File: src/rtl/multicycle_control_pkg.sv
// Shared definitions for the multicycle MIPS controller: opcodes, state codes,
// ALU/PC select codes and the control-word payload.
package multicycle_control_pkg;

  localparam int unsigned OP_W  = 6;
  localparam int unsigned ST_W  = 4;
  localparam int unsigned SEL_W = 2;

  localparam logic [OP_W-1:0] OP_RTYPE = 6'b000000;
  localparam logic [OP_W-1:0] OP_LW    = 6'b100011;
  localparam logic [OP_W-1:0] OP_SW    = 6'b101011;
  localparam logic [OP_W-1:0] OP_BEQ   = 6'b000100;
  localparam logic [OP_W-1:0] OP_ADDI  = 6'b001000;
  localparam logic [OP_W-1:0] OP_J     = 6'b000010;

  localparam logic [SEL_W-1:0] ALUOP_ADD   = 2'b00;
  localparam logic [SEL_W-1:0] ALUOP_SUB   = 2'b01;
  localparam logic [SEL_W-1:0] ALUOP_FUNCT = 2'b10;

  localparam logic [SEL_W-1:0] SRCB_B      = 2'b00;
  localparam logic [SEL_W-1:0] SRCB_FOUR   = 2'b01;
  localparam logic [SEL_W-1:0] SRCB_IMM    = 2'b10;
  localparam logic [SEL_W-1:0] SRCB_IMM_SH = 2'b11;

  localparam logic [SEL_W-1:0] PCSRC_ALU    = 2'b00;
  localparam logic [SEL_W-1:0] PCSRC_ALUOUT = 2'b01;
  localparam logic [SEL_W-1:0] PCSRC_JUMP   = 2'b10;

  typedef enum logic [ST_W-1:0] {
    S_FETCH    = 4'd0,
    S_DECODE   = 4'd1,
    S_MEMADR   = 4'd2,
    S_MEMRD    = 4'd3,
    S_MEMWB    = 4'd4,
    S_MEMWR    = 4'd5,
    S_RTYPE_EX = 4'd6,
    S_RTYPE_WB = 4'd7,
    S_BEQ      = 4'd8,
    S_ADDI_EX  = 4'd9,
    S_ADDI_WB  = 4'd10,
    S_JUMP     = 4'd11,
    S_ERROR    = 4'd12
  } state_e;

  typedef struct packed {
    logic             pcwrite;
    logic             pcwritecond;
    logic             iord;
    logic             memread;
    logic             memwrite;
    logic             irwrite;
    logic             memtoreg;
    logic             regdst;
    logic             regwrite;
    logic             alusrca;
    logic [SEL_W-1:0] alusrcb;
    logic [SEL_W-1:0] aluop;
    logic [SEL_W-1:0] pcsrc;
  } ctrl_t;

  // States that perform a memory access and stall until it completes.
  function automatic logic waits_on_mem(state_e s);
    return (s == S_FETCH) || (s == S_MEMRD) || (s == S_MEMWR);
  endfunction

endpackage

File: src/rtl/multicycle_control.sv
// Moore control FSM for a multicycle MIPS datapath (lw/sw/R-type/beq/addi/j)
// with an optional memory ready handshake and a sticky illegal-opcode flag.
module multicycle_control
  import multicycle_control_pkg::*;
#(
  parameter bit MEM_HANDSHAKE = 1'b1
) (
  input  logic             clk,
  input  logic             rst_n,
  input  logic [OP_W-1:0]  opcode,
  input  logic             zero,
  input  logic             mem_ready,
  output logic             pcwrite,
  output logic             pcwritecond,
  output logic             iord,
  output logic             memread,
  output logic             memwrite,
  output logic             irwrite,
  output logic             memtoreg,
  output logic             regdst,
  output logic             regwrite,
  output logic             alusrca,
  output logic [SEL_W-1:0] alusrcb,
  output logic [SEL_W-1:0] aluop,
  output logic [SEL_W-1:0] pcsrc,
  output logic             pc_en,
  output logic             illegal,
  output logic [ST_W-1:0]  state
);

  state_e r_state;
  state_e w_next;
  logic   r_illegal;
  logic   w_mem_ready;
  ctrl_t  w_ctrl;

  assign w_mem_ready = MEM_HANDSHAKE ? mem_ready : 1'b1;

  // State register and sticky illegal flag.
  always_ff @(posedge clk or negedge rst_n) begin
    if (!rst_n) begin
      r_state   <= S_FETCH;
      r_illegal <= 1'b0;
    end else begin
      r_state <= w_next;
      if (w_next == S_ERROR) r_illegal <= 1'b1;
    end
  end

  // Next-state logic; memory states hold until the access completes.
  always_comb begin
    w_next = r_state;
    if (!(waits_on_mem(r_state) && !w_mem_ready)) begin
      case (r_state)
        S_FETCH:  w_next = S_DECODE;
        S_DECODE: begin
          case (opcode)
            OP_LW, OP_SW: w_next = S_MEMADR;
            OP_RTYPE:     w_next = S_RTYPE_EX;
            OP_BEQ:       w_next = S_BEQ;
            OP_ADDI:      w_next = S_ADDI_EX;
            OP_J:         w_next = S_JUMP;
            default:      w_next = S_ERROR;
          endcase
        end
        S_MEMADR:   w_next = (opcode == OP_SW) ? S_MEMWR : S_MEMRD;
        S_MEMRD:    w_next = S_MEMWB;
        S_RTYPE_EX: w_next = S_RTYPE_WB;
        S_ADDI_EX:  w_next = S_ADDI_WB;
        S_MEMWB, S_MEMWR, S_RTYPE_WB, S_BEQ, S_ADDI_WB, S_JUMP:
                    w_next = S_FETCH;
        S_ERROR:    w_next = S_ERROR;
        default:    w_next = S_ERROR;
      endcase
    end
  end

  // Output decode from the state register; write enables are held low in reset.
  always_comb begin
    w_ctrl = '0;
    case (r_state)
      S_FETCH: begin
        w_ctrl.memread = 1'b1;
        w_ctrl.irwrite = w_mem_ready;
        w_ctrl.pcwrite = w_mem_ready;
        w_ctrl.alusrcb = SRCB_FOUR;
        w_ctrl.aluop   = ALUOP_ADD;
        w_ctrl.pcsrc   = PCSRC_ALU;
      end
      S_DECODE: begin
        w_ctrl.alusrcb = SRCB_IMM_SH;
        w_ctrl.aluop   = ALUOP_ADD;
      end
      S_MEMADR, S_ADDI_EX: begin
        w_ctrl.alusrca = 1'b1;
        w_ctrl.alusrcb = SRCB_IMM;
        w_ctrl.aluop   = ALUOP_ADD;
      end
      S_MEMRD: begin
        w_ctrl.iord    = 1'b1;
        w_ctrl.memread = 1'b1;
      end
      S_MEMWB: begin
        w_ctrl.regwrite = 1'b1;
        w_ctrl.memtoreg = 1'b1;
      end
      S_MEMWR: begin
        w_ctrl.iord     = 1'b1;
        w_ctrl.memwrite = 1'b1;
      end
      S_RTYPE_EX: begin
        w_ctrl.alusrca = 1'b1;
        w_ctrl.alusrcb = SRCB_B;
        w_ctrl.aluop   = ALUOP_FUNCT;
      end
      S_RTYPE_WB: begin
        w_ctrl.regwrite = 1'b1;
        w_ctrl.regdst   = 1'b1;
      end
      S_BEQ: begin
        w_ctrl.alusrca     = 1'b1;
        w_ctrl.alusrcb     = SRCB_B;
        w_ctrl.aluop       = ALUOP_SUB;
        w_ctrl.pcsrc       = PCSRC_ALUOUT;
        w_ctrl.pcwritecond = 1'b1;
      end
      S_ADDI_WB: w_ctrl.regwrite = 1'b1;
      S_JUMP: begin
        w_ctrl.pcsrc   = PCSRC_JUMP;
        w_ctrl.pcwrite = 1'b1;
      end
      default: ;
    endcase
    if (!rst_n) begin
      w_ctrl.pcwrite     = 1'b0;
      w_ctrl.pcwritecond = 1'b0;
      w_ctrl.irwrite     = 1'b0;
      w_ctrl.memwrite    = 1'b0;
      w_ctrl.regwrite    = 1'b0;
      w_ctrl.memread     = 1'b0;
    end
  end

  assign pcwrite     = w_ctrl.pcwrite;
  assign pcwritecond = w_ctrl.pcwritecond;
  assign iord        = w_ctrl.iord;
  assign memread     = w_ctrl.memread;
  assign memwrite    = w_ctrl.memwrite;
  assign irwrite     = w_ctrl.irwrite;
  assign memtoreg    = w_ctrl.memtoreg;
  assign regdst      = w_ctrl.regdst;
  assign regwrite    = w_ctrl.regwrite;
  assign alusrca     = w_ctrl.alusrca;
  assign alusrcb     = w_ctrl.alusrcb;
  assign aluop       = w_ctrl.aluop;
  assign pcsrc       = w_ctrl.pcsrc;
  assign pc_en       = w_ctrl.pcwrite | (w_ctrl.pcwritecond & zero);
  assign illegal     = r_illegal;
  assign state       = ST_W'(r_state);

endmodule

File: config.mk
export PLATFORM = sky130hd
export DESIGN_NAME = multicycle_control
export DESIGN_NICKNAME = d
export VERILOG_FILES = /design/src/rtl/multicycle_control_pkg.sv /design/src/rtl/multicycle_control.sv
export SDC_FILE = /design/constraint.sdc
export NUM_CORES = 1
export LEC_CHECK = 0
export CAP_MARGIN = 20
export CORE_MARGIN = 2
export CORE_UTILIZATION = 42
export DETAILED_ROUTE_END_ITERATION = 10
export PLACE_DENSITY = 0.88
export SETUP_SLACK_MARGIN = 0.5
export SYNTH_ARGS = -nofsm -noshare
export SYNTH_HDL_FRONTEND = slang
export SYNTH_SLANG_ARGS = --single-unit
File: constraint.sdc
create_clock -name clk -period 3.4 [get_ports clk]
set_clock_uncertainty 0.15 [all_clocks]
set_input_delay 0.34 -clock clk [delete_from_list [all_inputs] [get_ports clk]]
set_output_delay 0.34 -clock clk [all_outputs]
set_load 0.03 [all_outputs]
== Word level (Yosys, flattened, before mapping) ==
Cells that the tools add are included.

* Register bits after elaboration: 5
* Input port bits: 10
* Output and inout bits: 22
* Logic and storage cells: 53

* Eq/ne operators: 17
* Mux-type cells: 19
* Bitwise operators: 2
* Reduce and logical (&&, ||, !) cells: 13

{| class="wikitable"
|+ Operators with widths
! operator !! count
|-
| $pmux W4 S5 || 2
|-
| $pmux W4 S7 || 1
|-
| $eq A4 B4 Y1 const B || 5
|-
| $eq A4 B3 Y1 const B || 4
|-
| $eq A6 B6 Y1 const B || 2
|-
| $mux W1 || 10
|-
| $eq A4 B2 Y1 const B || 2
|-
| $reduce_or A2 Y1 || 4
|-
| $eq A6 B2 Y1 const B || 1
|-
| $eq A6 B3 Y1 const B || 1
|-
| $eq A6 B4 Y1 const B || 1
|-
| $logic_not A6 Y1 || 1
|-
| $mux W3 || 2
|-
| $reduce_or A6 Y1 || 1
|-
| $eq A4 B1 Y1 const B || 1
|-
| $logic_not A4 Y1 || 1
|-
| $mux W4 || 1
|-
| $pmux W2 S2 || 1
|-
| $reduce_or A4 Y1 || 1
|-
| $reduce_or A3 Y1 || 1
|-
| $logic_or A1 B1 Y1 || 2
|-
| $mux W2 || 1
|-
| $pmux W1 S2 || 1
|-
| $and A1 B1 Y1 || 1
|-
| 3 further kinds || 3
|}

== Logic depth before layout (Yosys ltp) ==
Gate-level depths: netlist of run 1.

* Word-level depth: 6
* Gate-level depth with buffers: 6

== Worst setup path before layout of run 1 ==
No wires, ideal clock.

* Kind: reg-to-output
* Start: register r_state[2] (netlist: state[2])
* End: output pc_en
* Data arrival time: 2321 ps
* Data required time: 2910 ps
* Setup slack: 589 ps
* Cell stages (with the launch flop): 6
* Path buffers: 1
* Cell sequence: dfrtp_1 buf_2 nand2b_1 nor3_1 and2_1 a21o_1

* Longest elaborated chain between the ends: 5
* Elaborated cells between the ends (all ways): 8

{| class="wikitable"
|+ RTL lines
! element !! RTL line !! source
|-
| start, declared || multicycle_control.sv:31 || <nowiki>state_e r_state;</nowiki>
|-
| start signal, assigned || multicycle_control.sv:45 || <nowiki>r_state <= w_next;</nowiki>
|-
| $eq A4 B4 Y1 || multicycle_control.sv:81 || <nowiki>case (r_state)</nowiki>
|-
| $mux W1 || multicycle_control.sv:81 ||
|-
| $mux W2 || multicycle_control.sv:134 || <nowiki>if (!rst_n) begin</nowiki>
|-
| via pcwritecond || multicycle_control.sv:14 || <nowiki>output logic pcwritecond,</nowiki>
|-
| $and A1 B1 Y1 || multicycle_control.sv:157 || <nowiki>assign pc_en = w_ctrl.pcwrite | (w_ctrl.pcwritecond & zero);</nowiki>
|-
| $or A1 B1 Y1 || multicycle_control.sv:157 ||
|-
| end, declared || multicycle_control.sv:26 || <nowiki>output logic pc_en,</nowiki>
|}

The timed path passes the listed nets, and every way through them passes these cells.

== Worst setup path in the final report of run 1 ==
* Start: register r_state[1] (netlist: state[1])
* End: output alusrcb[1]

* Longest elaborated chain between the ends: 3
* Elaborated cells between the ends (all ways): 8

{| class="wikitable"
|+ RTL lines
! element !! RTL line !! source
|-
| $eq A4 B2 Y1 / $eq A4 B4 Y1 (equally long branches) || multicycle_control.sv:81 ||
|-
| $reduce_or A2 Y1 || multicycle_control.sv:81 ||
|-
| $pmux W4 S5 * || multicycle_control.sv:81 ||
|-
| end, declared || multicycle_control.sv:23 || <nowiki>output logic [SEL_W-1:0] alusrcb,</nowiki>
|}

Every way passes the cells marked *; elsewhere a longest branch is shown, timed or not.

==> results of run 1 <==
[layer usage]
metal / vias to the layer above / wire (µm) / GRT usage (%) / part of all wire, %
met2: 21 / 851 / 34.3 / 50
met5: - / 0 / 0 / 0
met1: 343 / 738 / 25.0 / 44
li1: 373 / - / - / -
met4: 0 / 0 / 4.85 / 0
met3: 0 / 103 / 5.11 / 6.1
[through the flow]
step	setup WS [ns]	cells
after floorplan	0.589	87
after global placement	0.787	127
after detailed placement	0.748	127
after CTS	0.649	131
after global routing	0.503	131
final	0.702	131
[final cells by class]
type | instances | share of cell area (%)
inverter | 2 | 0.780
timing repair buffer | 31 | 32.2
clock inverter | 1 | 0.520
clock buffer | 3 | 2.34
tap | 16 | 2.08
multi-input combinational | 73 | 48.9
sequential | 5 | 13.1
[kinds of logic (layout without fill, tap and decap cells)]
| kind of cell | count (synthesis) | count (layout) | share of synthesized area (%) |
|---|---|---|---|
| DFF | 5 | 5 | 19.3 |
| buffers and inverters | 9 | 37 | 7.93 |
| AOI/OAI and AO/OA | 22 | 22 | 24.0 |
| xor gates and xnor gates | 4 | 4 | 5.42 |
| muxes | 1 | 1 | 1.55 |
| and+or+nand+nor | 46 | 46 | 41.8 |
[cell usage in the layout (no fill, tap or decap), drive strengths merged, types with 3 or more instances in the layout]
cell type	n
clkbuf	3
a21o	3
nand2	4
nand2b	6
nor3	6
o21ai	4
dfrtp	5
nor2	13
clkdlybuf4s50	31
a21oi	3
[path summary, 6_finish.rpt]
| check | startpoint | to | slack [ns] | depth (start not counted) |
|---|---|---|---|---|
| min reg2reg | illegal$_DFFE_PN0N_ | illegal$_DFFE_PN0N_ | 0.33 | 1 |
| min | rst_n | state[1]$_DFF_PN0_ | 0.23 | 1 |
| max | state[1]$_DFF_PN0_ | alusrcb[1] | 0.70 | 5 |
| max in group asynchronous | rst_n | state[2]$_DFF_PN0_ | 2.58 | 1 |
| min in group clk | illegal$_DFFE_PN0N_ | illegal$_DFFE_PN0N_ | 0.33 | 1 |
| max reg2reg | state[1]$_DFF_PN0_ | illegal$_DFFE_PN0N_ | 1.42 | 5 |
[repair_timing]
action,4_1_cts,5_1_grt
resized for setup,0,1
setup endpoints to repair,0,2
buffers inserted,0,0
[flip-flops by register name, indices dropped and copies added (netlist names)]
signal / flops
state: 4
illegal: 1
[power groups by stage]
stage                     Combinational [mW]  Clock (mW)  Sequential [mW]
after floorplan                        0.419           0            0.152
after global placement                 0.614           0            0.163
after detailed placement               0.620           0            0.163
after CTS                              0.623      0.0697            0.163
after global routing                   0.668      0.0728            0.176
final                                  0.620      0.0669            0.165
==> run metrics, run 1 <==
status=finished, final reports clean; net switching share of the total power=52.7%; Final Power=853 µW; initial antenna violation count=0; Synthesized Nets=97; Critical Path End Type=output port; post-route core utilization=65.4%; fmax=371 MHz; layout cells sized above 1=8.70%; crit path max-delay cell type=dfrtp_1; PortBufs=31; drt first pass iters=4; Slew @ Worst Pin=0.565 ns; Cell Area, Placed=933 µm²; CP dominant cell by count=nor2_1; YS warnings=0; Boundary Pins=32; total negative slack=0 ns; Sequential Power Share=19.4%; CP Max Fanout=17; largest area contributor in the netlist=dfrtp_1; HPWL Detailed=1.34 mm; WHS=0.231 ns; Int Pwr=403 µW; CTS root buffer=clkbuf_4; Synth top area share=19.3%; RSZ-0062 raised after global routing=false; final hold viol count=0; largest net degree at the start of global routing=20; Total Wirelength=1.69 mm; Routed WL per cell=12.9 µm; final setup vio count=0; CP Data Arrival Time=2.21 ns; drt first-iter violations=21; Syn Area/Cell=7.44 µm²; site row count=14; Clock power frac=7.8%; fillcell total=124; ant diodes=0; startpoint types=flop; switching power=449 µW; hold-fix buffers at CTS=0; number of buffers created by CTS=3; Leak Pwr=0.370 nW; total clock sinks=5; Pwr Density=886 nW/µm²; CTS tree=yes; crit-path cells=nand2b_1 > nor2_1 > nor2_1 > nor2_1 > clkdlybuf4s50_1; Slew HR=62.3%; Nets=126; WS Path Type=reg2out; GRT Total Usage=20.1%; via count=737; Max Slew Vio Count=0; register area=126 µm²; Die Wd=43.2 µm; commonest register cell after synthesis=dfrtp_1; GP Congestion=0.808; Post-synth EDFFs=0; H-tree levels=1; Tmin final=2.70 ns; Core Area=1470 µm²; first-pass GRT wire length=2.91 mm; crit-path max cell delay=0.69 ns; vias in the first global route=684; fraction of registers with async set/reset=100%; maximum VDD drop=0.548 mV; dominant cells by area after synthesis=dfrtp_1 (19%), nor2_1 (7.0%), nand2b_1 (5.8%); area of the multi-input gates=470 µm²; area grow syn2layout=48.7%; synthesis-stage register bit count=5; Max Cap Viol=0; sequential fraction of the synthesis area=19.3%; CTS clock-pin slew for the worst setup and hold paths=0.05 ns; Critical Path RT=2.91 ns; Design Area, Final=962 µm²; Crit path buffers/inverters=1; Worst Hold Class=in2async; Top delay family on crit path=flip-flops; Cell variety after synth=43; Remaining Overflow, GRT=0; Commonest cells post-synth=nor2_1 (12), nand2b_1 (6), dfrtp_1 (5), nor3_1 (5); final antenna-violating net count=0; Initial Utilization=44.0%; die area=1870 µm²; period utilization=79.3%; Syn Std Cell Area=647 µm²; Syn Inst Count=87; Logic pwr share=72.8%; CTS max path bufs=2; Vias/cell=5.63; count leader, synth=nor2_1; DRC Markers=0; Worst-Skew Late Latency=0.24 ns; Die Y=43.2 µm
Power figures use the tool's default switching activity.
==> run 2: changes to the inputs <==
--- a/config.mk
+++ b/config.mk
@@ -7,9 +7,9 @@
 export LEC_CHECK = 0
 export CAP_MARGIN = 20
 export CORE_MARGIN = 2
-export CORE_UTILIZATION = 42
+export CORE_UTILIZATION = 35
 export DETAILED_ROUTE_END_ITERATION = 10
-export PLACE_DENSITY = 0.88
+export PLACE_DENSITY = 0.79
 export SETUP_SLACK_MARGIN = 0.5
 export SYNTH_ARGS = -nofsm -noshare
 export SYNTH_HDL_FRONTEND = slang
==> constraint.sdc (replaced) <==
create_clock -name clk -period 2.4 [get_ports clk]
set_clock_uncertainty 0.15 [all_clocks]
set_input_delay 0.24 -clock clk [delete_from_list [all_inputs] [get_ports clk]]
set_output_delay 0.24 -clock clk [all_outputs]
set_load 0.03 [all_outputs]
==> run metrics, run 2 (same netlist as run 1, synthesis figures left out) <==
Max Cap Viol=0 (unchanged); HPWL Detailed=1.42 mm (was 1.34 mm); area grow syn2layout=85.5% (was 48.7%); H-tree levels=1 (unchanged); area of the multi-input gates=543 µm² (was 470 µm²); DRC Markers=0 (unchanged); final hold viol count=0 (unchanged); CTS root buffer=clkbuf_4 (unchanged); register area=130 µm² (was 126 µm²); first-pass GRT wire length=3.40 mm (was 2.91 mm); Pwr Density=1290 nW/µm² (was 886 nW/µm²); WS Path Type=reg2reg (was reg2out); Logic pwr share=82.4% (was 72.8%); Die Wd=47.0 µm (was 43.2 µm); Cell Area, Placed=1040 µm² (was 933 µm²); site row count=15 (was 14); status=finished, final reports clean (unchanged); Design Area, Final=1200 µm² (was 962 µm²); hold-fix buffers at CTS=0 (unchanged); drt first-iter violations=22 (was 21); die area=2210 µm² (was 1870 µm²); Sequential Power Share=11.3% (was 19.4%); largest net degree at the start of global routing=17 (was 20); ant diodes=0 (unchanged); total clock sinks=5 (unchanged); WHS=0.207 ns (was 0.231 ns); Nets=148 (was 126); CTS tree=yes (unchanged); CP Data Arrival Time=1.97 ns (was 2.21 ns); PortBufs=31 (unchanged); Routed WL per cell=14.3 µm (was 12.9 µm); number of buffers created by CTS=3 (unchanged); final setup vio count=0 (unchanged); DP Worst Slack=0.127 ns (was 0.748 ns); Critical Path End Type=flop (was output port); commonest non-fill, non-tap cells in the layout=buf_4 (19), nor2_1 (10), clkdlybuf4s50_1 (8), dlygate4sd2_1 (6) (was clkdlybuf4s50_1 (31), nor2_1 (12), nand2b_1 (6), nor3_1 (5)); Worst-Skew Late Latency=0.24 ns (about the same); Int Pwr=774 µW (was 403 µW); Total Wirelength=2.32 mm (was 1.69 mm); Remaining Overflow, GRT=0 (unchanged); Boundary Pins=32 (unchanged); fmax=499 MHz; Core Area=1730 µm² (was 1470 µm²); Final Power=1.54 mW (was 853 µW); Slew @ Worst Pin=0.405 ns (was 0.565 ns); Leak Pwr=0.562 nW (was 0.370 nW); Initial Utilization=37.5% (was 44.0%); layout cells sized above 1=43.8% (was 8.70%); vias in the first global route=706 (was 684); most common cell after layout, fill and taps aside=buf_4 (was clkdlybuf4s50_1); CP Max Fanout=5 (was 17); GP Congestion=0.810 (was 0.808); GRT Total Usage=21.6% (was 20.1%); Worst Hold Class=in2async (unchanged); Clock power frac=6.3% (was 7.8%); Max Slew Vio Count=0 (unchanged); fillcell total=146 (was 124); global route hottest layer=met2 (unchanged); met3 Usage GRT=4.62% (was 5.11%); worst setup margin=0.396 ns (was 0.702 ns); maximum VDD drop=0.780 mV (was 0.548 mV); met1 GRT Util=31.2% (was 25.0%); RSZ-0062 raised after global routing=true (was false); total negative slack=0 ns (unchanged); CTS max path bufs=2 (unchanged); final antenna-violating net count=0 (unchanged); Vias/cell=5.24 (was 5.63); net switching share of the total power=49.9% (was 52.7%); drt first pass iters=5 (was 4); Tmin final=2.00 ns; Slew HR=72.8% (was 62.3%); met2 GRT Util=34.8% (was 34.3%); via count=849 (was 737); number of flip-flops in the largest register=4 (unchanged); Die Y=47.0 µm (was 43.2 µm); initial antenna violation count=0 (unchanged); startpoint types=flop (unchanged); switching power=769 µW (was 449 µW); Critical Path RT=2.37 ns (was 2.91 ns); period utilization=83.5%; CTS clock-pin slew for the worst setup and hold paths=0.05 ns (about the same)
run 2: final timing paths:
kind	start	endpoint	slack, ns	depth (start not counted)
min in group clk	illegal$_DFFE_PN0N_	illegal$_DFFE_PN0N_	0.33	1
max in group asynchronous	rst_n	state[0]$_DFF_PN0_	1.74	2
worst min-delay path	rst_n	state[2]$_DFF_PN0_	0.21	2
worst min register to register	illegal$_DFFE_PN0N_	illegal$_DFFE_PN0N_	0.33	1
worst max-delay path	state[3]$_DFF_PN0_	illegal$_DFFE_PN0N_	0.40	7
worst max register to register	state[3]$_DFF_PN0_	illegal$_DFFE_PN0N_	0.40	7
run 2: routing by layer:
layer	up-vias	share of wire (%)
met5	-	0
met4	0	0
met3	0	5.4
met2	27	51
met1	403	44
li1	419	-
run 2: final cells by class:
cell class,instances,area share (%)
multi-input cells,73,45.3
repair buffers,53,38.5
flip-flops and latches,5,10.8
well taps,25,2.61
clock buffers,4,2.19
inverters,2,0.626
run 2: through the flow:
stage / std cells / util [%]
3_3_place_gp: 142 / 60.3
5_1_grt: 162 / 69.5
4_1_cts: 157 / 66.3
6_report: 162 / 69.5
2_1_floorplan: 87 / -
3_5_place_dp: 142 / 60.3
run 2: critical path, stage by stage (launching register included):
cell	delay, ns
dfrtp_2	0.43
buf_12	0.14
buf_4	0.14
or2_4	0.26
nor2_4	0.12
a31oi_1	0.09
or3_1	0.33
a41o_1	0.22
run 2: power by group through the flow:
stage	registers, mW	clock network (mW)	logic, mW
5_1_grt	0.180	0.105	1.35
6_report	0.175	0.0973	1.27
2_1_floorplan	0.227	0	0.668
4_1_cts	0.184	0.0982	1.11
3_3_place_gp	0.216	0	1.00
3_5_place_dp	0.215	0	1.01
run 2: timing repair:
| action | 4_1_cts | 5_1_grt |
|---|---|---|
| endpoints found under the setup margin | 19 | 15 |
| pin swaps | 1 | 3 |
| resized for setup | 54 | 21 |
| setup buffers | 11 | 5 |
